==> src/rtl/dram_stream_reader_pkg.sv <==
// dram_stream_reader_pkg: shared widths, cache geometry and FSM encoding.
package dram_stream_reader_pkg;
    localparam int ADDR_W_DEF   = 10;
    localparam int DATA_W_DEF   = 64;
    localparam int FILL_LAT_DEF = 4;
    localparam int CACHE_SLOTS  = 8;
    localparam int SLOT_W       = 3;
    typedef enum logic [1:0] {IDLE, PRIME, STREAM} state_t;
endpackage

==> src/rtl/dram_stream_reader_fill_tracker.sv <==
// fill_tracker: delays each prefetch by the memory fill latency, then marks its cache slot ready.
module fill_tracker
    import dram_stream_reader_pkg::*;
#(
    parameter int FILL_LAT = FILL_LAT_DEF
) (
    input  logic                   clk,
    input  logic                   rst_n,
    input  logic                   push,
    input  logic [SLOT_W-1:0]      push_slot,
    input  logic                   clr,
    input  logic [SLOT_W-1:0]      clr_slot,
    input  logic                   flush,
    output logic [CACHE_SLOTS-1:0] rdy
);
    logic [FILL_LAT-1:0][SLOT_W:0] line;
    logic [SLOT_W:0]               tail;
    logic [CACHE_SLOTS-1:0]        set_mask, clr_mask;

    assign tail     = line[FILL_LAT-1];
    assign set_mask = tail[SLOT_W] ? CACHE_SLOTS'(1) << tail[SLOT_W-1:0] : '0;
    assign clr_mask = clr ? CACHE_SLOTS'(1) << clr_slot : '0;

    // A fill landing on the same edge as a consume of that slot keeps the slot ready.
    always_ff @(posedge clk or negedge rst_n)
        if (!rst_n) begin
            line <= '0;
            rdy  <= '0;
        end else if (flush) begin
            line <= '0;
            rdy  <= '0;
        end else begin
            line[0] <= {push, push_slot};
            for (int j = 1; j < FILL_LAT; j++) line[j] <= line[j-1];
            rdy <= (rdy & ~clr_mask) | set_mask;
        end
endmodule

==> src/rtl/dram_stream_reader.sv <==
// dram_stream_reader: primes the 8-slot fake_dram cache for a command and streams words
// out in address order, refilling each slot as it is consumed.
module dram_stream_reader
    import dram_stream_reader_pkg::*;
#(
    parameter int ADDR_W   = ADDR_W_DEF,
    parameter int DATA_W   = DATA_W_DEF,
    parameter int FILL_LAT = FILL_LAT_DEF
) (
    input  logic              clk,
    input  logic              rst_n,
    input  logic              cmd_valid,
    output logic              cmd_ready,
    input  logic [ADDR_W-1:0] cmd_base,
    input  logic [ADDR_W:0]   cmd_len,
    output logic              out_valid,
    input  logic              out_ready,
    output logic [DATA_W-1:0] out_data,
    output logic              out_last,
    output logic              done,
    output logic [ADDR_W-1:0] mem_addr,
    output logic              mem_we,
    output logic [DATA_W-1:0] mem_din,
    output logic              mem_start,
    input  logic [DATA_W-1:0] mem_dout
);
    state_t                 state;
    logic [ADDR_W-1:0]      base;
    logic [ADDR_W:0]        len, i, prime_n;
    logic [SLOT_W-1:0]      k;
    logic                   start_r, fire, refill, prime_last;
    logic [CACHE_SLOTS-1:0] rdy;

    assign cmd_ready  = state == IDLE;
    assign out_valid  = state == STREAM && rdy[mem_addr[SLOT_W-1:0]];
    assign out_data   = mem_dout;
    assign out_last   = out_valid && i == len - (ADDR_W+1)'(1);
    assign fire       = out_valid && out_ready;
    assign prime_n    = len > (ADDR_W+1)'(CACHE_SLOTS) ? (ADDR_W+1)'(CACHE_SLOTS) : len;
    assign prime_last = (ADDR_W+1)'(k) == prime_n - (ADDR_W+1)'(1);
    // Consuming word i frees its slot for word i+8, if the command still needs it.
    assign refill     = fire && ({1'b0, i} + (ADDR_W+2)'(CACHE_SLOTS) < {1'b0, len});
    assign mem_start  = start_r || refill;
    assign mem_we     = 1'b0;
    assign mem_din    = '0;

    fill_tracker #(.FILL_LAT(FILL_LAT)) u_fill (
        .clk       (clk),
        .rst_n     (rst_n),
        .push      (mem_start),
        .push_slot (mem_addr[SLOT_W-1:0]),
        .clr       (fire),
        .clr_slot  (mem_addr[SLOT_W-1:0]),
        .flush     (cmd_valid && cmd_ready),
        .rdy       (rdy)
    );

    always_ff @(posedge clk or negedge rst_n)
        if (!rst_n) begin
            state    <= IDLE;
            base     <= '0;
            len      <= '0;
            i        <= '0;
            k        <= '0;
            mem_addr <= '0;
            start_r  <= 1'b0;
            done     <= 1'b0;
        end else begin
            done <= 1'b0;
            case (state)
                IDLE: if (cmd_valid) begin
                    base <= cmd_base;
                    len  <= cmd_len;
                    if (cmd_len == '0) done <= 1'b1;
                    else begin
                        state    <= PRIME;
                        k        <= '0;
                        mem_addr <= cmd_base - ADDR_W'(CACHE_SLOTS);
                        start_r  <= 1'b1;
                    end
                end
                PRIME: if (prime_last) begin
                    state    <= STREAM;
                    mem_addr <= base;
                    start_r  <= 1'b0;
                    i        <= '0;
                end else begin
                    k        <= k + SLOT_W'(1);
                    mem_addr <= mem_addr + ADDR_W'(1);
                end
                STREAM: if (fire) begin
                    i        <= i + (ADDR_W+1)'(1);
                    mem_addr <= mem_addr + ADDR_W'(1);
                    if (out_last) begin
                        state <= IDLE;
                        done  <= 1'b1;
                    end
                end
                default: state <= IDLE;
            endcase
        end
endmodule

==> config.mk <==
export PLATFORM = sky130hd
export DESIGN_NAME = dram_stream_reader
export DESIGN_NICKNAME = d
export VERILOG_FILES = /design/src/rtl/dram_stream_reader_pkg.sv /design/src/rtl/dram_stream_reader_fill_tracker.sv /design/src/rtl/dram_stream_reader.sv
export SDC_FILE = /design/constraint.sdc
export NUM_CORES = 1
export LEC_CHECK = 0
export CAP_MARGIN = 20
export CORE_UTILIZATION = 42
export CTS_BUF_LIST = sky130_fd_sc_hd__clkbuf_8
export DETAILED_ROUTE_END_ITERATION = 10
export DONT_BUFFER_PORTS = 1
export GPL_TIMING_DRIVEN = 0
export HOLD_SLACK_MARGIN = 0.15
export PLACE_DENSITY = 0.62
export SETUP_SLACK_MARGIN = 0.5
export SLEW_MARGIN = 10
export SYNTH_ARGS = -nofsm -noshare
export SYNTH_HDL_FRONTEND = slang
export SYNTH_HIERARCHICAL = 1
export SYNTH_SLANG_ARGS = --single-unit
==> constraint.sdc <==
create_clock -name clk -period 3.08 [get_ports clk]
set_input_delay 0.462 -clock clk [delete_from_list [all_inputs] [get_ports clk]]
set_output_delay 0.462 -clock clk [all_outputs]
set_load 0.1 [all_outputs]
Word-level counts from Yosys, hierarchy flattened
Cells that the tools add are included.
{"block": "word_totals", "elab_cells": 89, "out_inout_bits": 144, "input_bits": 89, "romBits": 0, "mem_bits_rw": 0, "memories": 0, "reg_bits": 73, "latchBits": 0}
{"block": "op_classes", "n_mux": 34, "n_reduce_logical": 17, "bitwise": 3, "div": 0, "order_cmp": 3, "n_addsub": 7, "n_mul": 0, "shift": 2, "eq_ne": 10}
{"cell": "$mux 10", "count": 4}
{"cell": "$mux 11", "count": 3}
{"cell": "$pmux 10 s3", "count": 1}
{"cell": "$mux 8", "count": 3}
{"cell": "$pmux 11 s2", "count": 1}
{"cell": "$sub 11x1->11 const B", "count": 2}
{"cell": "$mux 16", "count": 1}
{"cell": "$shl 1x3->8 const A", "count": 2}
{"cell": "$add 11x4->12 const B", "count": 1}
{"cell": "$lt 12x11->1", "count": 1}
{"cell": "$ne 2x2->1 const B", "count": 6}
{"cell": "$reduce_and 4->1", "count": 3}
{"cell": "$add 11x1->11 const B", "count": 1}
{"cell": "$eq 11x11->1", "count": 1}
{"cell": "$eq 3x11->1", "count": 1}
{"cell": "$gt 11x4->1 const B", "count": 1}
{"cell": "$logic_not 11->1", "count": 1}
{"cell": "$add 10x1->10 const B", "count": 1}
{"cell": "$mux 2", "count": 5}
{"cell": "$sub 10x4->10 const B", "count": 1}
{"cell": "$mux 3", "count": 3}
{"cell": "$and 8x8->8", "count": 1}
{"cell": "$mux 1", "count": 8}
{"cell": "$not 8->8", "count": 1}
{"cell": "other kinds (17)", "count": 23}

Logic depth before layout (Yosys ltp)
Gate-level depths: netlist (run 1).
{"block": "depth", "word_depth": 9, "mapped_depth": 16, "depth_no_buf": 13}

By module
The synthesis (run 1) kept the hierarchy.
{"mod": "dram_stream_reader", "cells_per_inst": 531, "area_each_um2": 4466.8, "seq_area_each_um2": 1226.2, "instances": 1}
{"mod": "fill_tracker", "cells_per_inst": 73, "area_each_um2": 949.7, "seq_area_each_um2": 600.6, "instances": 1}

Least setup slack after synthesis (run 1)
No wires, ideal clock.
{"block": "synth_timing", "path_kind": "reg2out", "start": "reg len[0]", "end": "out out_last", "slack_ns": -1.206, "path_stages_with_launch": 9, "t_required_ns": 2.618, "n_path_buf": 1, "arrival_ns": 3.824, "path_cell_list": "dfrtp_1 clkbuf_2 inv_1 ha_1 nor4b_1 and3_1 nor4b_1 a31oi_1 nor3_1"}
{"block": "synth_via", "elab_chain_len": 3}
{"item": "start: declaration", "line_no": "dram_stream_reader.sv:29", "rtl": "logic [ADDR_W:0] len, i, prime_n;"}
{"item": "start signal: assignment", "line_no": "dram_stream_reader.sv:73", "rtl": "len <= cmd_len;"}
{"item": "$sub 11x1->11", "line_no": "dram_stream_reader.sv:37", "rtl": "assign out_last = out_valid && i == len - (ADDR_W+1)'(1);"}
{"item": "$eq 11x11->1", "line_no": "dram_stream_reader.sv:37"}
{"item": "$logic_and 1x1->1", "line_no": "dram_stream_reader.sv:37"}
{"item": "end: declaration", "line_no": "dram_stream_reader.sv:19", "rtl": "output logic out_last,"}
No other way between the ends.

Worst setup path after layout (run 1)
Ends and elaborated chain as after synthesis.

==> results of run 1 <==
layer usage:
layer  up-vias  GRT usage [%]
li1       2114              -
met1      2122           24.3
met2       177           34.1
met3        23           5.18
met4         0           7.19
met5         -              0
timing repair:
action / CTS / global route
endpoints found under the hold margin: 73 / 0
gates resized for setup: 52 / 68
endpoints found under the setup margin: 64 / 50
setup buffers: 18 / 14
pin swaps: 22 / 18
hold buffers: 2 / 0
worst max-delay path by stage:
stage | from | to | slack, ns | depth (start not counted)
6_report | len[0]$_DFFE_PN0P_ | out_last | -0.34 | 9
5_1_grt | len[0]$_DFFE_PN0P_ | out_last | -0.49 | 9
4_1_cts | len[0]$_DFFE_PN0P_ | out_last | -0.40 | 8
3_5_place_dp | len[0]$_DFFE_PN0P_ | k[0]$_DFFE_PN0P_ | -0.57 | 14
3_3_place_gp | len[0]$_DFFE_PN0P_ | k[0]$_DFFE_PN0P_ | -0.58 | 14
2_1_floorplan | len[0]$_DFFE_PN0P_ | i[6]$_DFFE_PN0P_ | -0.05 | 15
cells in the mapped netlist (7+ instances only):
master    count  area share (%)
nor2b_1      19             2.2
o21ai_0      24             2.2
nand3_1      15             1.4
nand2_1      43             3.0
a21oi_1      29             2.7
o32ai_1       7             1.1
buf_4       129              18
ha_1         22             5.1
xor2_1       15             2.4
nor2_1       26             1.8
mux2_2       11             2.3
xnor2_1      15             2.4
clkbuf_1     17             1.2
dfrtp_1      73              34
inv_1        29             2.0
nor3_1       12             1.1
nand2b_1     11             1.3
sequential cells by signal (all words and copies together) (netlist names), 3 cells and up:
signal       cells
u_fill/line     12
len             11
mem_addr        10
u_fill/rdy       8
base            10
k                3
i               11
u_fill/tail      4
final cells by class:
class,count,share of cell area (%)
clock inverter,7,1.22
timing repair buffer,34,5.02
inverter,30,1.76
sequential,73,26.4
multi-input combinational,414,44.8
buffer,151,16.0
clock buffer,9,1.78
tap,172,3.08
worst max-delay path: cells and delay by family, from the launching register on:
family	cells	cell delay (ns)
AOI/OAI and AO/OA	1	0.11
DFF	1	0.42
and+or+nand+nor	4	1.53
buffers and inverters	3	0.39
adders and majority gates	1	0.15
through the flow:
stage / worst slack (ns) / area, µm²
after floorplan: -0.0524 / 5760
after global placement: -0.576 / 5980
after detailed placement: -0.574 / 5980
after CTS: -0.402 / 6570
after global routing: -0.488 / 6980
final: -0.344 / 6980
power by group through the flow:
| stage | combinational [mW] | clock, mW | sequential [mW] |
|---|---|---|---|
| after global routing | 2.43 | 0.877 | 1.89 |
| final | 2.28 | 0.812 | 1.85 |
| after global placement | 1.96 | 0 | 1.85 |
| after floorplan | 1.80 | 0 | 1.78 |
| after CTS | 2.15 | 0.840 | 1.84 |
| after detailed placement | 1.99 | 0 | 1.86 |
cells by family (layout without fill, tap and decap cells):
family	after synthesis	in the layout
compound gates	104	104
xor+xnor	30	30
fa+ha+maj	22	22
buf+inv	181	231
flops	73	73
mux	14	14
other cells	1	65
simple gates	179	179
==> reports/metrics.cfg, run 1 <==
[critical_path]
reg2regPathDepth = 15
reg2reg_to = i[8]$_DFFE_PN0P_
critPathLaunchType = register
path_class = reg2out
path_max_fanout = 5
cpPeakStageDelay_ns = 0.85
arrival_ns = 2.96
critical_path.endpoint_type = primary output
reg2reg_slack_ns = -0.32
slowest_stage = nor3_4
required_ns = 2.62
path_cells = clkbuf_8 -> inv_4 -> ha_4 -> nor4b_4 -> buf_4 -> and3_1 -> nor4b_2 -> a31oi_2 -> nor3_4
reg2reg_from = len[0]$_DFFE_PN0P_

[power_and_ir_drop]
leakagePower_nw = 3.29
p_clk_share_pct = 16.4
pwr-share-comb_pct = 46.1
finalPower_mw = 4.94
p_int_mw = 2.34
switching_power_mw = 2.61
power.density_nw_per_um2 = 708
seq_power_share_pct = 37.5
worst_ir_drop_vdd_v = 0.000629
p_sw_share_pct = 52.7

[routing]
wl_um = 13500
wl_per_cell_um = 15.2
drtPass1Iterations = 4
via_count = 4436
vias_per_cell = 4.98
ant_nets = 0
drt_iter0_markers = 150
topRoutingLayerUsed = met4
met1_length_um = 5360
dr_wl_met2_um = 6900
wl_met3_um = 956
drc_errors = 0

[global_routing]
grt_pass1_vias = 4172
overflow = 0
grt_util_all_layers_pct = 20.0
grt_pass1_wl_um = 20600
grt_max_degree = 74
antenna_found_initial = 0

[die]
rows = 41
initial_core_util_pct = 42.9
dieWidth_um = 116
die_area_um2 = 13400
coreArea_um2 = 12600
die_h_um = 116
ios = 233

[finish]
multiInputGateArea_um2 = 3120
final_common_cell = buf_4
mostFrequentLayoutCells = buf_4 (145), conb_1 (65), dfrtp_1 (65)
finalNonFillerCells = 890
utilization_pct = 55.3
diodes = 0
regArea_um2 = 1840
layout.nets = 824
syn2layout_area_growth_pct = 28.8
drive_above_1_share_pct = 40.8
num-fill-cells = 1198

[synthesis]
synth_cell_type_count = 66
synth-xor-area-share_pct = 4.85
postSynthCellCount = 604
synth_fa_ha_area_share_pct = 5.08
synth-compound-area-share_pct = 12.7
ys_seq_area_share_pct = 33.7
synthSimpleGateAreaFrac_pct = 18.5
muxShareOfSynthArea_pct = 3.30
ys_warn_count = 6
synth_edf_count = 0
syn-cell-area_um2 = 5420
syn_avg_cell_area_um2 = 8.97
synth_flop_cell = dfrtp_1
synth_top_family_by_area = buffers and inverters
ys_seq_elements = 73
async_reset_ff_share_pct = 100

[worst_hold_path]
whs_endpoint = done$_DFF_PN0_
min_from = cmd_valid
hp-class = in2reg
worstHoldPathCells = 1

[timing]
finClkSkew_ns = 0.0119
drv_slew = 0
setup_viol_count_final = 28
fin_crit_sh_pct = 111
fmax_mhz = 292
worst_slew_pin_slew_ns = 1.03
period_needed_ns = 3.42
max_slew_margin_pct = 31.1
tns_ns = -6.47
fin_hold_ws_ns = 0.209
rsz0062_at_grt = true
hold_violations = 0
setup_slack_ns = -0.344

[placement]
dp_hpwl_um = 9310
post-place-cells = 840
io_buffers = 0
finalWeightedCongestion = 0.856

[clock_tree]
clock-sinks = 73
clock_path_buffers = 2
cts-buffers-inserted = 9
insertion_delay_ns = 0.37
cts_tree = done
clock-root-buffer = clkbuf_8
h-tree-depth = 3
cts.clk_slew.worst_paths_ns = 0.09

[outcome]
status = finished, violations left
violations = setup timing

[job]
cap_violations = 0

(Power assumes the default switching activity.)
==> inputs of run 2 (changes only) <==
CELL_PAD_IN_SITES_DETAIL_PLACEMENT = 0   (was default)
CELL_PAD_IN_SITES_GLOBAL_PLACEMENT = 1   (was default)
CORE_ASPECT_RATIO = 0.9   (was default)
PLACE_DENSITY = 0.8   (was 0.62)
==> run 2 against run 1 <==
  * Cell area down 0.57%
  * Die area about the same
  * Via count up 1.5%
  * Routed wire length up 1.8%
  * Critical path depth up 6
  * Fmax down 1.6%
  * Non-clock buffer count up 1
  * Sequential share of layout area up 0.12 points
  * Core utilization up 1.0 points
  * Critical endpoint is now i[8]$_DFFE_PN0P_
  * The flow still finishes with violations (setup timing)
  * Sequential cell count unchanged
  * Global-route usage up 0.38 points
  * Register-to-register slack worse by 0.08 ns
==> reports/metrics.cfg, run 2 (synthesis gave the netlist of run 1 again) <==
[outcome]
status = finished, violations left
violations = setup timing

[critical_path]
required_ns = 3.37  ; +0.75 ns
path_class = reg2reg
critical_path.endpoint_type = register
critPathLaunchType = register
arrival_ns = 3.77  ; +0.81 ns
reg2reg_slack_ns = -0.40  ; -0.08 ns
reg2regPathDepth = 15  ; unchanged
reg2reg_to = i[8]$_DFFE_PN0P_
reg2reg_from = len[0]$_DFFE_PN0P_
path_max_fanout = 5  ; unchanged

[timing]
drv_slew = 0  ; unchanged
worst_slew_pin_slew_ns = 1.07  ; +0.0405 ns
finClkSkew_ns = 0.0134  ; +0.00150 ns
rsz0062_at_grt = true
tns_ns = -7.50  ; -1.03 ns
hold_violations = 0  ; unchanged
fin_crit_sh_pct = 113  ; +1.8 points
setup_slack_ns = -0.400  ; -0.0557 ns
setup_viol_count_final = 29  ; +3.6%
period_needed_ns = 3.48  ; +0.0557 ns
fmax_mhz = 287  ; -1.6%
max_slew_margin_pct = 28.4  ; -2.7 points

[power_and_ir_drop]
leakagePower_nw = 3.33  ; +0.99%
worst_ir_drop_vdd_v = 0.000646  ; +2.6%
power.density_nw_per_um2 = 734  ; +3.6%

[finish]
top_regs = u_fill/line (12), i (11), len (11)
drive_above_1_share_pct = 39.2  ; -1.6 points
final_common_cell = buf_4
regMostFlops = u_fill/line
fin_area_um2 = 6940  ; -0.57%
mostFrequentLayoutCells = buf_4 (152), dfrtp_1 (67), conb_1 (65)
largest_reg_flops = 12  ; unchanged
finalNonFillerCells = 879  ; -1.2%
num-fill-cells = 1042  ; -13%
layout.nets = 825  ; +0.12%
syn2layout_area_growth_pct = 28.1
diodes = 0  ; unchanged

[placement]
placed_area_um2 = 5960  ; -0.25%
post-place-cells = 828  ; -1.4%
finalWeightedCongestion = 0.850  ; -0.67%
pre_cts_ws_ns = -0.620  ; -0.0460 ns
io_buffers = 0  ; unchanged
dp_hpwl_um = 9640  ; +3.6%

[global_routing]
grt_pass1_wl_um = 20900  ; +1.7%
antenna_found_initial = 0  ; unchanged
grt_util_all_layers_pct = 20.4  ; +0.38 points
overflow = 0  ; unchanged
grt_pass1_vias = 4050  ; -2.9%
grt_max_degree = 74  ; unchanged

[routing]
wl_um = 13800  ; +1.8%
via_count = 4502  ; +1.5%
drt_iter0_markers = 291  ; +94%
drtPass1Iterations = 5  ; +1
wl_per_cell_um = 15.7  ; +3.1%
drc_errors = 0  ; unchanged
vias_per_cell = 5.12  ; +2.8%
ant_nets = 0  ; unchanged

[worst_hold_path]
worstHoldPathCells = 2  ; +1
whs_endpoint = len[0]$_DFFE_PN0P_
min_from = cmd_len[0]
hp-class = in2reg

[clock_tree]
h-tree-depth = 3  ; unchanged
cts-buffers-inserted = 9  ; unchanged
clock-root-buffer = clkbuf_8
clock-sinks = 73  ; unchanged
cts.clk_slew.worst_paths_ns = 0.08  ; about the same
insertion_delay_ns = 0.37  ; about the same
clock_path_buffers = 2  ; unchanged
cts_tree = done

[die]
coreArea_um2 = 12300  ; -2.4%
die_h_um = 110  ; -5.0%
rows = 38  ; -7.3%
die_area_um2 = 13400  ; about the same
dieWidth_um = 122  ; +5.3%
initial_core_util_pct = 44.0  ; +1.1 points
ios = 233  ; unchanged

[job]
cap_violations = 0  ; unchanged

-- run 2: cell types whose count changed in the layout (fill, tap and decap cells not counted), sizes merged --
cell / before / now
clkinvlp: 4 / 2
clkbuf: 26 / 24
buf: 167 / 170
bufinv: 1 / 3
clkinv: 1 / 2
inv: 31 / 30
-- run 2: metrics by stage --
step	utilization, %	total power, mW	hold WS, ns
final	56.3	5.09	0.212
after floorplan	-	3.58	0.166
after CTS	54.6	4.99	0.201
after global routing	56.3	5.32	0.216
after detailed placement	48.4	3.88	0.168
after global placement	48.4	3.83	0.168
-- run 2: worst max-delay path by stage --
stage               cells past startpoint          endpoint               start  slack (ns)
floorplan                              15  i[6]$_DFFE_PN0P_  len[0]$_DFFE_PN0P_       -0.05
global placement                       14  k[0]$_DFFE_PN0P_  len[0]$_DFFE_PN0P_       -0.58
detailed placement                     14  k[0]$_DFFE_PN0P_  len[0]$_DFFE_PN0P_       -0.62
CTS                                     8          out_last  len[0]$_DFFE_PN0P_       -0.34
global route                           15  i[6]$_DFFE_PN0P_  len[0]$_DFFE_PN0P_       -0.47
finish                                 15  i[8]$_DFFE_PN0P_  len[0]$_DFFE_PN0P_       -0.40
-- run 2: report_power, final --
| group | switching [mW] | internal [mW] |
|---|---|---|
| registers | 0.659 | 1.19 |
| clock network | 0.404 | 0.540 |
| logic | 1.55 | 0.746 |
| total | 2.61 | 2.48 |
-- run 2: timing repair --
item                                    CTS  global route
hold endpoints to repair                 73             0
buffers inserted                         25             7
pin swaps                                28            21
gates resized for setup                  68            40
gates cloned                              1             0
hold buffers                              2             0
endpoints found under the setup margin   62            45
-- run 2: cell type report --
type	count	area [µm²]	area share (%)
multi-input combinational	414	3090	44.6
sequential	73	1840	26.5
buffer	151	1110	16.1
timing repair buffer	35	329	4.74
tap	160	200	2.89
clock buffer	9	124	1.79
clock inverter	7	119	1.71
inverter	30	119	1.71
-- run 2: worst max-delay path, stage by stage (launching register included) --
cell and delay [ns]:
dfrtp_1 0.41, clkbuf_8 0.15, inv_4 0.06, ha_4 0.13, or2b_4 0.28, a211oi_4 0.34
nand2_2 0.12, ha_4 0.20, xnor2_4 0.21, and2_4 0.18, o22ai_2 0.09, o311a_1 0.32
buf_6 0.14, nand2b_4 0.16, or4_4 0.48, a21oi_2 0.13
-- run 2: routing by layer --
layer / track usage, % / up-vias / share of wire, %
met5: 0 / - / 0
met4: 7.23 / 0 / 1.9
met3: 5.08 / 20 / 7.6
met2: 33.8 / 219 / 49
met1: 25.7 / 2151 / 41
li1: - / 2112 / -
